<file path="src/rtl/frog_move_conditioner.sv">
// Conditions the four Go Board switches into single-cycle frog move pulses:
// 2-flop sync, per-switch debounce, priority arbitration, auto-repeat and reset lockout.
module frog_move_conditioner #(
  parameter int DEBOUNCE_CYCLES = 250000,
  parameter int REPEAT_DELAY    = 12500000,
  parameter int REPEAT_PERIOD   = 5000000,
  parameter int CNT_W           = 24
) (
  input  logic       clk,
  input  logic       reset_n,
  input  logic       switch1,
  input  logic       switch2,
  input  logic       switch3,
  input  logic       switch4,
  input  logic       game_reset,
  output logic       move_up,
  output logic       move_down,
  output logic       move_left,
  output logic       move_right,
  output logic       move_valid,
  output logic [1:0] move_dir,
  output logic       busy
);

  localparam logic [CNT_W-1:0] DEB_LAST   = CNT_W'(DEBOUNCE_CYCLES - 1);
  localparam logic [CNT_W-1:0] DELAY_LAST = CNT_W'(REPEAT_DELAY - 1);
  localparam logic [CNT_W-1:0] PERIOD_LAST = CNT_W'(REPEAT_PERIOD - 1);
  localparam logic [CNT_W-1:0] TIMER_MAX  = {CNT_W{1'b1}};

  typedef enum logic [1:0] {IDLE, HOLD, REPEAT, LOCKOUT} state_t;

  logic [3:0]       sw_raw;
  logic [3:0]       sync1_q;
  logic [3:0]       sync2_q;
  logic [3:0]       acc_q;
  logic [CNT_W-1:0] deb_cnt_q [4];

  assign sw_raw = {switch4, switch3, switch2, switch1};

  generate
    for (genvar gi = 0; gi < 4; gi++) begin : g_switch
      always_ff @(posedge clk or negedge reset_n) begin
        if (!reset_n) begin
          sync1_q[gi]   <= 1'b0;
          sync2_q[gi]   <= 1'b0;
          acc_q[gi]     <= 1'b0;
          deb_cnt_q[gi] <= '0;
        end else begin
          sync1_q[gi] <= sw_raw[gi];
          sync2_q[gi] <= sync1_q[gi];
          // The counter only runs while the synchronised level disagrees with the accepted one.
          if (sync2_q[gi] == acc_q[gi]) begin
            deb_cnt_q[gi] <= '0;
          end else if (deb_cnt_q[gi] == DEB_LAST) begin
            acc_q[gi]     <= sync2_q[gi];
            deb_cnt_q[gi] <= '0;
          end else begin
            deb_cnt_q[gi] <= deb_cnt_q[gi] + 1'b1;
          end
        end
      end
    end
  endgenerate

  logic       any_acc;
  logic [1:0] win;

  assign any_acc = |acc_q;

  always_comb begin
    win = 2'd3;
    if (acc_q[0])      win = 2'd0;
    else if (acc_q[1]) win = 2'd1;
    else if (acc_q[2]) win = 2'd2;
  end

  state_t           state_q, state_d;
  logic [1:0]       sel_q, sel_d;
  logic [1:0]       dir_q, dir_d;
  logic [CNT_W-1:0] timer_q, timer_d;
  logic [3:0]       pulse_q, pulse_d;
  logic             busy_q, busy_d;

  always_comb begin
    state_d = state_q;
    sel_d   = sel_q;
    dir_d   = dir_q;
    pulse_d = 4'b0000;
    timer_d = (timer_q == TIMER_MAX) ? timer_q : timer_q + 1'b1;

    case (state_q)
      IDLE: begin
        if (any_acc) begin
          pulse_d[win] = 1'b1;
          sel_d        = win;
          dir_d        = win;
          timer_d      = '0;
          state_d      = HOLD;
        end
      end
      HOLD: begin
        if (!acc_q[sel_q]) begin
          state_d = IDLE;
        end else if (timer_q == DELAY_LAST) begin
          pulse_d[sel_q] = 1'b1;
          dir_d          = sel_q;
          timer_d        = '0;
          state_d        = REPEAT;
        end
      end
      REPEAT: begin
        if (!acc_q[sel_q]) begin
          state_d = IDLE;
        end else if (timer_q == PERIOD_LAST) begin
          pulse_d[sel_q] = 1'b1;
          dir_d          = sel_q;
          timer_d        = '0;
        end
      end
      LOCKOUT: begin
        if (!any_acc) state_d = IDLE;
      end
      default: state_d = IDLE;
    endcase

    // A death or win wins over everything, including a pulse due this cycle.
    if (game_reset) begin
      state_d = LOCKOUT;
      timer_d = '0;
      pulse_d = 4'b0000;
      dir_d   = dir_q;
    end

    busy_d = (state_d != IDLE);
  end

  always_ff @(posedge clk or negedge reset_n) begin
    if (!reset_n) begin
      state_q <= IDLE;
      sel_q   <= 2'd0;
      dir_q   <= 2'd0;
      timer_q <= '0;
      pulse_q <= 4'b0000;
      busy_q  <= 1'b0;
    end else begin
      state_q <= state_d;
      sel_q   <= sel_d;
      dir_q   <= dir_d;
      timer_q <= timer_d;
      pulse_q <= pulse_d;
      busy_q  <= busy_d;
    end
  end

  assign move_up    = pulse_q[0];
  assign move_down  = pulse_q[1];
  assign move_left  = pulse_q[2];
  assign move_right = pulse_q[3];
  assign move_valid = |pulse_q;
  assign move_dir   = dir_q;
  assign busy       = busy_q;

endmodule
</file>
<file path="config.mk">
export PLATFORM = sky130hd
export DESIGN_NAME = frog_move_conditioner
export DESIGN_NICKNAME = d
export VERILOG_FILES = /design/src/rtl/frog_move_conditioner.sv
export SDC_FILE = /design/constraint.sdc
export NUM_CORES = 1
export LEC_CHECK = 0
export BUFFER_PORTS_ARGS = -buffer_cell sky130_fd_sc_hd__buf_4
export CELL_PAD_IN_SITES_DETAIL_PLACEMENT = 1
export CELL_PAD_IN_SITES_GLOBAL_PLACEMENT = 2
export CORE_MARGIN = 5
export CORE_UTILIZATION = 43
export CTS_BUF_LIST = sky130_fd_sc_hd__clkbuf_8
export DETAILED_ROUTE_END_ITERATION = 12
export PLACE_DENSITY = 0.9
export SLEW_MARGIN = 20
export SYNTH_ARGS = -nofsm -noshare
export SYNTH_HDL_FRONTEND = slang
export SYNTH_SLANG_ARGS = --single-unit
</file>
<file path="constraint.sdc">
create_clock -name clk -period 2.9 [get_ports clk]
set_input_delay 0.29 -clock clk [delete_from_list [all_inputs] [get_ports clk]]
set_output_delay 0.29 -clock clk [all_outputs]
set_load 0.05 [all_outputs]
</file>
### Yosys cells after proc, flatten, opt, wreduce, memory -nomap -nowiden

Index checks and enable logic that the tools add are counted.
Widths: inputs -> output; s select.

* add/sub/neg operators: 5
* multiply operators: 0
* div/mod/pow operators: 0
* magnitude comparators: 4
* eq/ne operators: 19
* shifts and indexed selects: 0
* multiplexer cells: 45
* bitwise gates (word level): 5
* reduce and logical (&&, ||, !) cells: 13

Operators by type and width (count)
* $mux 24: 15
* $add 24x1->24 const B: 5
* $eq 24x18->1 const B: 4
* $pmux 24 s3: 1
* $eq 24x24->1 const B: 2
* $mux 2: 13
* $eq 24x23->1 const B: 1
* $mux 4: 6
* $pmux 4 s3: 1
* $ne 2x2->1 const B: 5
* $reduce_and 2->1: 5
* $pmux 2 s4: 1
* $reduce_or 4->1: 2
* $reduce_and 7->1: 1
* $lt 2x3->1 const B: 2
* $pmux 2 s3: 1
* $not 1->1: 5
* $demux 1 s2: 2
* $eq 1x1->1: 4
* $eq 2x2->1 const B: 2
* $ge 2x1->1 const B: 2
* $mux 1: 4
* $reduce_bool 3->1: 1
* $bmux 1 s2: 1
* 4 further kinds: 5

* register bits after elaboration: 143
* bits in latches: 0
* bits in writable memories: 0
* memory bits (read-only): 0
* input bits: 7
* output and inout bits: 8
* logic and storage cells: 113
* memories: 0

### Depth between registers and ports, before layout

Gate-level depths: netlist (run 1).

* depth in word-level cells: 10
* mapped depth: 9

### Worst setup path before layout (run 1)

Ideal clock, no wire load.

* kind: register -> register
* from: register timer_q[10]
* to: register dir_q[0] (netlist: move_dir[0])
* library setup time: 128 ps
* data arrival time: 2009 ps
* setup slack: 763 ps
* stages on the path, launching flop included: 6
* path through: dfrtp_1 > or4_4 > nor4_4 > a31oi_2 > nor4_2 > mux2_1

* cells in the longest elaborated chain, start to end: 3

Ends and longest elaborated chain
* from (decl): line 80 `logic [CNT_W-1:0] timer_q, timer_d;`
* from (signal assigned): line 149 `timer_q <= timer_d;`
* $eq 24x23->1 / $eq 24x24->1 (equally long branches): line 114, 104
* $ne 2x2->1 (no source line)
* $reduce_and 7->1 (no source line) (*)
* to (signal assigned): line 148 `dir_q <= dir_d;`
* to (decl): line 79 `logic [1:0] dir_q, dir_d;`

Mark *: on every way between the ends. The rest lies on a longest branch, timed or not.
A chain may end at the register's enable or synchronous reset.

### Worst setup path after layout (run 1)

* from: register deb_cnt_q[37] (netlist name)
* to: register deb_cnt_q[29] (netlist name)

* cells in the longest elaborated chain, start to end: 3

Ends and longest elaborated chain
* from (decl): line 36 `logic [CNT_W-1:0] deb_cnt_q [4];`
* from (signal, indexed assignment): line 58 `deb_cnt_q[gi] <= deb_cnt_q[gi] + 1'b1;`
* $eq 24x18->1: line 54 `end else if (deb_cnt_q[gi] == DEB_LAST) begin`
* $mux 24: line 54
* $mux 24: line 52 `if (sync2_q[gi] == acc_q[gi]) begin`

Every way passes these cells.

==> results of run 1 <==
-- final timing paths --
check	from	slack (ns)	endpoint
setup / recovery	deb_cnt_q[37]$_DFF_PN0_	0.51	deb_cnt_q[29]$_DFF_PN0_
setup reg to reg	deb_cnt_q[37]$_DFF_PN0_	0.51	deb_cnt_q[29]$_DFF_PN0_
max in group asynchronous	reset_n	1.66	deb_cnt_q[72]$_DFF_PN0_
min in group asynchronous	reset_n	0.41	deb_cnt_q[88]$_DFF_PN0_
hold / removal	game_reset	0.14	state_q[1]$_DFF_PN0_
hold reg to reg	sync1_q[3]$_DFF_PN0_	0.35	sync2_q[3]$_DFF_PN0_
-- cells by family (layout without fill, tap and decap cells) --
kind of cell             Yosys count  after routing  synth area share
adder cells (fa/ha/maj)            9              9            0.0152
AND/OR/NAND/NOR                  373            373             0.269
multiplexers                       7              7            0.0120
flip-flops                       143            143             0.484
XOR/XNOR                         102            102             0.121
AO/OA/AOI/OAI                     70             70            0.0692
buffers and inverters             53             87            0.0298
-- cell usage in the layout, fill, tap and decap left out, types with 7 or more instances in the layout --
| cell type | count |
|---|---|
| ha_1 | 9 |
| nand4_1 | 32 |
| o21ai_0 | 11 |
| nor2_2 | 16 |
| nor2_1 | 115 |
| and3_1 | 12 |
| dfrtp_1 | 143 |
| nand2_1 | 49 |
| inv_1 | 34 |
| and4_1 | 10 |
| nor4_1 | 23 |
| xor2_1 | 41 |
| o31ai_1 | 8 |
| clkbuf_8 | 19 |
| buf_4 | 20 |
| or3_1 | 9 |
| nor3_1 | 28 |
| nand3_1 | 35 |
| a21oi_1 | 17 |
| or4_1 | 7 |
| xnor2_1 | 61 |
-- layout make-up --
cell class,count,area (µm²),area share
Sequential cell,143,3580,0.435
Clock inverter,11,150,0.0183
Timing Repair Buffer,27,231,0.0281
Tap cell,225,282,0.0342
Clock buffer,19,262,0.0318
Multi-Input combinational cell,561,3610,0.439
Inverter,30,113,0.0137
-- layer usage --
metal / track usage / wire [µm] / vias to the layer above
li1: - / - / 2694
met1: 0.228 / 7770 / 2876
met2: 0.314 / 8750 / 62
met3: 0.0387 / 485 / 25
met4: 0.0546 / 242 / 0
met5: 0 / 0 / -
-- power groups by stage --
| stage | clock (mW) | sequential, mW | combinational, mW |
|---|---|---|---|
| floorplan | 0 | 2.15 | 0.122 |
| global placement | 0 | 2.11 | 0.272 |
| detailed placement | 0 | 2.11 | 0.283 |
| CTS | 1.73 | 2.07 | 0.291 |
| global route | 1.83 | 2.08 | 0.313 |
| finish | 1.68 | 2.07 | 0.282 |
-- sequential cells by signal, indices dropped and copies added, names as in the netlist --
name / cells
sync1_q: 4
sync2_q: 4
sel_q: 2
pulse_q: 4
timer_q: 24
state_q: 2
deb_cnt_q: 96
acc_q: 4
busy: 1
move_dir: 2
-- through the flow --
stage	hold slack [ns]	power [mW]
floorplan	-0.00559	2.27
CTS	0.119	4.10
detailed placement	0.336	2.40
finish	0.140	4.04
global route	0.148	4.22
global placement	0.334	2.38
-- what timing repair did --
| item | in CTS | in global routing |
|---|---|---|
| endpoints found under the hold margin | 66 | 0 |
| gates resized for setup | 0 | 0 |
| hold buffers | 5 | 0 |
| setup buffers | 0 | 0 |
-- worst max-delay path, cell delays in order, from the launching register on --
cell,delay [ns]
dfrtp_1,0.49
or4b_1,0.53
nor4_1,0.46
nand2b_1,0.42
buf_4,0.29
nor2_1,0.08
==> flow_summary.html, run 1 <==
<table>
<tr><th>Metric</th><th>Value</th></tr>
<tr><th colspan="2">Run status</th></tr>
<tr><td>Outcome</td><td>completed</td></tr>
<tr><th colspan="2">CTS</th></tr>
<tr><td>Clock slew seen by the registers of the worst setup and hold paths</td><td>0.07 ns</td></tr>
<tr><td>Root Driver</td><td>clkbuf_8</td></tr>
<tr><td>Maximum number of buffers from clock root to sink</td><td>2</td></tr>
<tr><td>Clk sink count</td><td>143</td></tr>
<tr><td>TritonCTS clock tree</td><td>built</td></tr>
<tr><td>CTS Buf Count</td><td>17</td></tr>
<tr><td># H-tree levels</td><td>4</td></tr>
<tr><td>Clock insertion delay at the later pin of the skew report</td><td>0.45 ns</td></tr>
<tr><th colspan="2">Critical path</th></tr>
<tr><td>Path type of the worst setup path</td><td>reg -&gt; reg</td></tr>
<tr><td>Crit-path max FO</td><td>15</td></tr>
<tr><td>Crit path launch type</td><td>flop</td></tr>
<tr><td>Crit. End Element</td><td>flop</td></tr>
<tr><td>Required time of the critical path</td><td>3.23 ns</td></tr>
<tr><td>Depth of the most critical reg-to-reg path</td><td>5</td></tr>
<tr><td>Crit path DAT</td><td>2.72 ns</td></tr>
<tr><th colspan="2">Timing</th></tr>
<tr><td>Fin Setup TNS</td><td>0 ns</td></tr>
<tr><td>Highest attainable clock frequency</td><td>418 MHz</td></tr>
<tr><td>Max Slew Vio Count</td><td>0</td></tr>
<tr><td>Relative slew slack</td><td>0.574</td></tr>
<tr><td>Final cycle utilization of the critical path</td><td>0.824</td></tr>
<tr><td>Setup repair after global routing missed its margin</td><td>no</td></tr>
<tr><td>Final hold viol count</td><td>0</td></tr>
<tr><td>Time the worst path needs with I/O delays and setup</td><td>2.39 ns</td></tr>
<tr><td>Post-layout worst setup margin</td><td>0.510 ns</td></tr>
<tr><td>Worst Max-Slew Pin Slew</td><td>0.638 ns</td></tr>
<tr><td>Endpoints failing setup</td><td>0</td></tr>
<tr><td>Worst clock skew</td><td>0.0107 ns</td></tr>
<tr><th colspan="2">GRT</th></tr>
<tr><td>Initial antenna violation count</td><td>0</td></tr>
<tr><td>Wire length of the first global-routing pass</td><td>29800 µm</td></tr>
<tr><td>Maximum number of pins on one net before global-route repair</td><td>65</td></tr>
<tr><td>Remaining Overflow, GRT</td><td>0</td></tr>
<tr><td>Aggregate global-route resource usage</td><td>0.182</td></tr>
<tr><td>Via count of the first global-routing pass</td><td>6130</td></tr>
<tr><th colspan="2">Power</th></tr>
<tr><td>Combinational Power Share</td><td>0.070</td></tr>
<tr><td>Reg power frac</td><td>0.513</td></tr>
<tr><td>Power dissipated by switching net loads</td><td>0.962 mW</td></tr>
<tr><td>Relative contribution of the clock network to total power</td><td>0.417</td></tr>
<tr><td>Power density cells</td><td>491 mW/mm²</td></tr>
<tr><td>Worst IR Drop VDD</td><td>426 µV</td></tr>
<tr><td>Total internal power</td><td>3.08 mW</td></tr>
<tr><td>Reported leakage power</td><td>3.26 nW</td></tr>
<tr><td>Switching portion of total power</td><td>0.238</td></tr>
<tr><th colspan="2">Placed design</th></tr>
<tr><td>Placed instance count</td><td>981</td></tr>
<tr><td>Setup slack at placement</td><td>0.536 ns</td></tr>
<tr><td>Quantity of I/O buffers inserted on ports</td><td>14</td></tr>
<tr><td>Area of placed instances</td><td>0.00776 mm²</td></tr>
<tr><td>Detailed placement HPWL</td><td>12200 µm</td></tr>
<tr><td>Routability congestion estimate from global placement</td><td>0.862</td></tr>
<tr><th colspan="2">Synthesis</th></tr>
<tr><td>Cell area after synthesis</td><td>0.00740 mm²</td></tr>
<tr><td>Proportion of synthesized flip-flops having asynchronous set or reset</td><td>1.00</td></tr>
<tr><td>Most instantiated library cell after synthesis</td><td>dfrtp_1</td></tr>
<tr><td>Portion of the post-synthesis area used by sequential elements</td><td>0.484</td></tr>
<tr><td>Synth area leader</td><td>dfrtp_1</td></tr>
<tr><td>Total of flip-flops plus latches after synthesis</td><td>143</td></tr>
<tr><td>Synth Warn #</td><td>0</td></tr>
<tr><td>Dominant cells by area after synthesis</td><td>dfrtp_1, xnor2_1, nor2_1</td></tr>
<tr><td>Count of unique library cells instantiated by Yosys</td><td>63</td></tr>
<tr><td>EDFF count, synth</td><td>0</td></tr>
<tr><td>Net count after synthesis</td><td>773</td></tr>
<tr><td>Commonest register cell after synthesis</td><td>dfrtp_1</td></tr>
<tr><td>List of most frequent post-synthesis cells</td><td>dfrtp_1, nor2_1, xnor2_1</td></tr>
<tr><td>Post-synthesis area per instance</td><td>9.77 µm²</td></tr>
<tr><td>Portion of synthesized cell area occupied by the leading cell type</td><td>0.484</td></tr>
<tr><td>Number of cells produced by synthesis</td><td>757</td></tr>
<tr><th colspan="2">Floorplanning</th></tr>
<tr><td>Number of top-level design ports</td><td>15</td></tr>
<tr><td>Core box area</td><td>0.0171 mm²</td></tr>
<tr><td>Row count</td><td>48</td></tr>
<tr><td>Chip width</td><td>141 µm</td></tr>
<tr><td>Die height</td><td>141 µm</td></tr>
<tr><td>Area enclosed by the die boundary</td><td>0.0199 mm²</td></tr>
<tr><td>Starting density of the core</td><td>0.432</td></tr>
<tr><th colspan="2">Routing</th></tr>
<tr><td>Average wire per standard cell</td><td>17.0 µm</td></tr>
<tr><td>Detailed-route DRC error count</td><td>0</td></tr>
<tr><td>Number of nets with antenna violations after detailed routing</td><td>0</td></tr>
<tr><td>Total wire length after detailed routing</td><td>17200 µm</td></tr>
<tr><td>Initial drt markers</td><td>348</td></tr>
<tr><td>Via count</td><td>5657</td></tr>
<tr><td>Vias per std cell</td><td>5.57</td></tr>
<tr><td>Count of TritonRoute iterations in the first routing pass</td><td>4</td></tr>
<tr><th colspan="2">Finish</th></tr>
<tr><td>Post-layout instance count excluding filler cells</td><td>1016</td></tr>
<tr><td>Area grow syn2layout</td><td>11.2%</td></tr>
<tr><td>Diodes inserted</td><td>0</td></tr>
<tr><td>Fraction of final layout cells with drive strength greater than 1</td><td>0.118</td></tr>
<tr><td>Final standard cell utilization of the core</td><td>0.481</td></tr>
<tr><td>Fill cells</td><td>1933</td></tr>
<tr><td>Number of nets in the layout</td><td>796</td></tr>
<tr><td>Final non-filler cell area</td><td>0.00823 mm²</td></tr>
<tr><th colspan="2">Min path</th></tr>
<tr><td>Worst Hold Depth</td><td>3</td></tr>
<tr><td>Worst min-delay path category</td><td>in -&gt; reg</td></tr>
<tr><th colspan="2">Run</th></tr>
<tr><td>Max-cap violations</td><td>0</td></tr>
</table>
No activity file was read; power rests on OpenSTA's default activity.
==> run 2, diff against run 1 <==
==> constraint.sdc (replaced) <==
create_clock -name clk -period 2.4 [get_ports clk]
set_input_delay 0.24 -clock clk [delete_from_list [all_inputs] [get_ports clk]]
set_output_delay 0.24 -clock clk [all_outputs]
set_load 0.05 [all_outputs]
==> run 2 against run 1 <==
Net effect:
- sequential power increased by 21%
- combinational power grew 23%
- register-to-register slack got worse by 0.37 ns
- total power grew 20%
- cell area rose by 1.7%
- maximum frequency rose by 5.7%
- clock power rose by 19%
- clock skew increased by 0.0025 ns
- critical endpoint is now move_dir[1]$_DFFE_PN0P_
- global-route usage hardly changed
- worst hold slack lost 0.072 ns
- critical path depth unchanged
- utilization grew 0.83 points
- largest power group unchanged
==> flow_summary.html, run 2 (same netlist as run 1, synthesis figures left out) <==
<table>
<tr><th>Metric</th><th>Value</th></tr>
<tr><th colspan="2">Critical path</th></tr>
<tr><td>Slowest cell on crit path</td><td>or4_4</td></tr>
<tr><td>Depth of the most critical reg-to-reg path</td><td>5</td></tr>
<tr><td>Crit path DAT</td><td>2.60 ns</td></tr>
<tr><td>Path type of the worst setup path</td><td>reg -&gt; reg</td></tr>
<tr><td>Crit path launch type</td><td>flop</td></tr>
<tr><td>Crit. End Element</td><td>flop</td></tr>
<tr><td>CP Cell Sequence</td><td>or4_4, nor4_4, a31oi_2, nor4_2, mux2_1</td></tr>
<tr><td>Crit-path max FO</td><td>5</td></tr>
<tr><td>Critical Path Max Stage Delay</td><td>0.55 ns</td></tr>
<tr><td>Required time of the critical path</td><td>2.73 ns</td></tr>
<tr><td>Register-to-register setup slack</td><td>0.14 ns</td></tr>
<tr><td>RR Startpoint</td><td>timer_q[12]$_DFF_PN0_</td></tr>
<tr><td>Worst flop-to-flop path endpoint</td><td>move_dir[1]$_DFFE_PN0P_</td></tr>
<tr><th colspan="2">Placed design</th></tr>
<tr><td>Quantity of I/O buffers inserted on ports</td><td>14</td></tr>
<tr><td>Placed instance count</td><td>997</td></tr>
<tr><td>Routability congestion estimate from global placement</td><td>0.901</td></tr>
<tr><td>Detailed placement HPWL</td><td>12300 µm</td></tr>
<tr><th colspan="2">Routing</th></tr>
<tr><td>Initial drt markers</td><td>258</td></tr>
<tr><td>Met3 WL post-DR</td><td>418 µm</td></tr>
<tr><td>Detailed-route DRC error count</td><td>0</td></tr>
<tr><td>Detailed-routed wire length on met2</td><td>8640 µm</td></tr>
<tr><td>Via count</td><td>5612</td></tr>
<tr><td>Top sig layer</td><td>met4</td></tr>
<tr><td>Number of nets with antenna violations after detailed routing</td><td>0</td></tr>
<tr><td>Total wire length after detailed routing</td><td>17100 µm</td></tr>
<tr><td>Average wire per standard cell</td><td>16.6 µm</td></tr>
<tr><td>Vias per std cell</td><td>5.43</td></tr>
<tr><td>Count of TritonRoute iterations in the first routing pass</td><td>5</td></tr>
<tr><td>Met1 Wirelength</td><td>7880 µm</td></tr>
<tr><th colspan="2">Min path</th></tr>
<tr><td>Hold_sp</td><td>game_reset</td></tr>
<tr><td>Worst Hold Depth</td><td>3</td></tr>
<tr><td>Worst Hold Path EP</td><td>state_q[1]$_DFF_PN0_</td></tr>
<tr><td>Worst min-delay path category</td><td>in -&gt; reg</td></tr>
<tr><th colspan="2">GRT</th></tr>
<tr><td>Remaining Overflow, GRT</td><td>0</td></tr>
<tr><td>Via count of the first global-routing pass</td><td>6100</td></tr>
<tr><td>Wire length of the first global-routing pass</td><td>29900 µm</td></tr>
<tr><td>Initial antenna violation count</td><td>0</td></tr>
<tr><td>Maximum number of pins on one net before global-route repair</td><td>61</td></tr>
<tr><td>Aggregate global-route resource usage</td><td>0.182</td></tr>
<tr><th colspan="2">Finish</th></tr>
<tr><td>Post-layout instance count excluding filler cells</td><td>1034</td></tr>
<tr><td>Fraction of final layout cells with drive strength greater than 1</td><td>0.141</td></tr>
<tr><td>Largest reg by FF count</td><td>deb_cnt_q</td></tr>
<tr><td>Number of nets in the layout</td><td>812</td></tr>
<tr><td>Fill cells</td><td>1947</td></tr>
<tr><td>Most frequent cells in the layout</td><td>dfrtp_1, nor2_1, xnor2_1, nand2_1, xor2_1</td></tr>
<tr><td>Diodes inserted</td><td>0</td></tr>
<tr><td>Area grow syn2layout</td><td>13.1%</td></tr>
<tr><td>Number of flip-flops under the largest register name</td><td>96</td></tr>
<tr><td>Most common library cell in the layout ignoring fill and taps</td><td>dfrtp_1</td></tr>
<tr><td>Leading registers by flop count</td><td>deb_cnt_q (96), timer_q (24)</td></tr>
<tr><th colspan="2">Timing</th></tr>
<tr><td>Worst clock skew</td><td>0.0133 ns</td></tr>
<tr><td>Final hold viol count</td><td>0</td></tr>
<tr><td>Final cycle utilization of the critical path</td><td>0.942</td></tr>
<tr><td>Worst Max-Slew Pin Slew</td><td>0.598 ns</td></tr>
<tr><td>Relative slew slack</td><td>0.601</td></tr>
<tr><td>Fin Setup TNS</td><td>0 ns</td></tr>
<tr><td>Time the worst path needs with I/O delays and setup</td><td>2.26 ns</td></tr>
<tr><td>Max Slew Vio Count</td><td>0</td></tr>
<tr><td>Endpoints failing setup</td><td>0</td></tr>
<tr><td>Setup repair after global routing missed its margin</td><td>no</td></tr>
<tr><td>Hold slack</td><td>0.0681 ns</td></tr>
<tr><td>Highest attainable clock frequency</td><td>442 MHz</td></tr>
<tr><th colspan="2">Floorplanning</th></tr>
<tr><td>Die height</td><td>141 µm</td></tr>
<tr><td>Row count</td><td>48</td></tr>
<tr><td>Chip width</td><td>141 µm</td></tr>
<tr><td>Starting density of the core</td><td>0.432</td></tr>
<tr><td>Core box area</td><td>0.0171 mm²</td></tr>
<tr><td>Area enclosed by the die boundary</td><td>0.0199 mm²</td></tr>
<tr><td>Number of top-level design ports</td><td>15</td></tr>
<tr><th colspan="2">CTS</th></tr>
<tr><td>CTS Buf Count</td><td>17</td></tr>
<tr><td>Maximum number of buffers from clock root to sink</td><td>2</td></tr>
<tr><td>Root Driver</td><td>clkbuf_8</td></tr>
<tr><td>Clk sink count</td><td>143</td></tr>
<tr><td>Clock slew seen by the registers of the worst setup and hold paths</td><td>0.09 ns</td></tr>
<tr><td>Clock insertion delay at the later pin of the skew report</td><td>0.45 ns</td></tr>
<tr><td># H-tree levels</td><td>4</td></tr>
<tr><td>TritonCTS clock tree</td><td>built</td></tr>
<tr><th colspan="2">Power</th></tr>
<tr><td>Power dissipated by switching net loads</td><td>1.26 mW</td></tr>
<tr><td>Power density cells</td><td>580 mW/mm²</td></tr>
<tr><td>Switching portion of total power</td><td>0.260</td></tr>
<tr><td>Worst IR Drop VDD</td><td>394 µV</td></tr>
<tr><td>Total power</td><td>4.85 mW</td></tr>
<tr><td>Relative contribution of the clock network to total power</td><td>0.412</td></tr>
<tr><td>Combinational Power Share</td><td>0.072</td></tr>
<tr><td>Total internal power</td><td>3.59 mW</td></tr>
<tr><td>Reported leakage power</td><td>3.32 nW</td></tr>
<tr><td>Reg power frac</td><td>0.517</td></tr>
<tr><th colspan="2">Run status</th></tr>
<tr><td>Outcome</td><td>completed</td></tr>
<tr><th colspan="2">Run</th></tr>
<tr><td>Max-cap violations</td><td>0</td></tr>
</table>
run 2: worst max-delay path by stage:
| stage | from | endpoint | slack (ns) |
|---|---|---|---|
| after floorplan | timer_q[10]$_DFF_PN0_ | move_dir[0]$_DFFE_PN0P_ | 0.26 |
| after global placement | timer_q[0]$_DFF_PN0_ | timer_q[7]$_DFF_PN0_ | 0.18 |
| after detailed placement | timer_q[5]$_DFF_PN0_ | move_dir[0]$_DFFE_PN0P_ | 0.09 |
| after CTS | timer_q[5]$_DFF_PN0_ | move_dir[1]$_DFFE_PN0P_ | 0.08 |
| after global routing | timer_q[0]$_DFF_PN0_ | timer_q[1]$_DFF_PN0_ | 0.02 |
| final | timer_q[12]$_DFF_PN0_ | move_dir[1]$_DFFE_PN0P_ | 0.14 |
run 2: power by group through the flow:
| stage | logic [mW] | clock network [mW] | registers [mW] |
|---|---|---|---|
| floorplan | 0.147 | 0 | 2.60 |
| detailed placement | 0.349 | 0 | 2.55 |
| global placement | 0.336 | 0 | 2.55 |
| global route | 0.385 | 2.15 | 2.51 |
| finish | 0.347 | 2.00 | 2.51 |
| CTS | 0.357 | 2.05 | 2.50 |
run 2: repair_timing:
action                                  in CTS  in global routing
resized for setup                            0                  2
endpoints found under the setup margin       0                  5
hold buffers                                 5                  0
hold endpoints to repair                    61                  0
buffers inserted                             0                  0
run 2: layout make-up:
type,instances,area [µm²],share of cell area
Multi-Input combinational cell,561,3620,0.433
Sequential cell,143,3580,0.428
Timing Repair Buffer,43,364,0.0435
Tap cell,225,282,0.0336
Clock buffer,17,234,0.0280
Clock inverter,15,173,0.0206
Inverter,30,113,0.0135
run 2: worst max-delay path, delay by kind of cell (launching register included):
| family | cells | cell delay, ns |
|---|---|---|
| flops | 1 | 0.44 |
| compound gates | 1 | 0.17 |
| simple gates | 3 | 1.19 |
| mux | 1 | 0.36 |
run 2: through the flow:
step,util,setup WS (ns),cell area [µm²]
global placement,0.461,0.180,7900
floorplan,-,0.263,7400
finish,0.489,0.139,8370
global route,0.489,0.0153,8370
CTS,0.488,0.0767,8350
detailed placement,0.461,0.0921,7900
run 2: layer usage:
layer,vias to the layer above,GRT usage
met4,0,0.0433
li1,2721,-
met5,-,0
met1,2816,0.234
met3,16,0.0387
met2,59,0.314
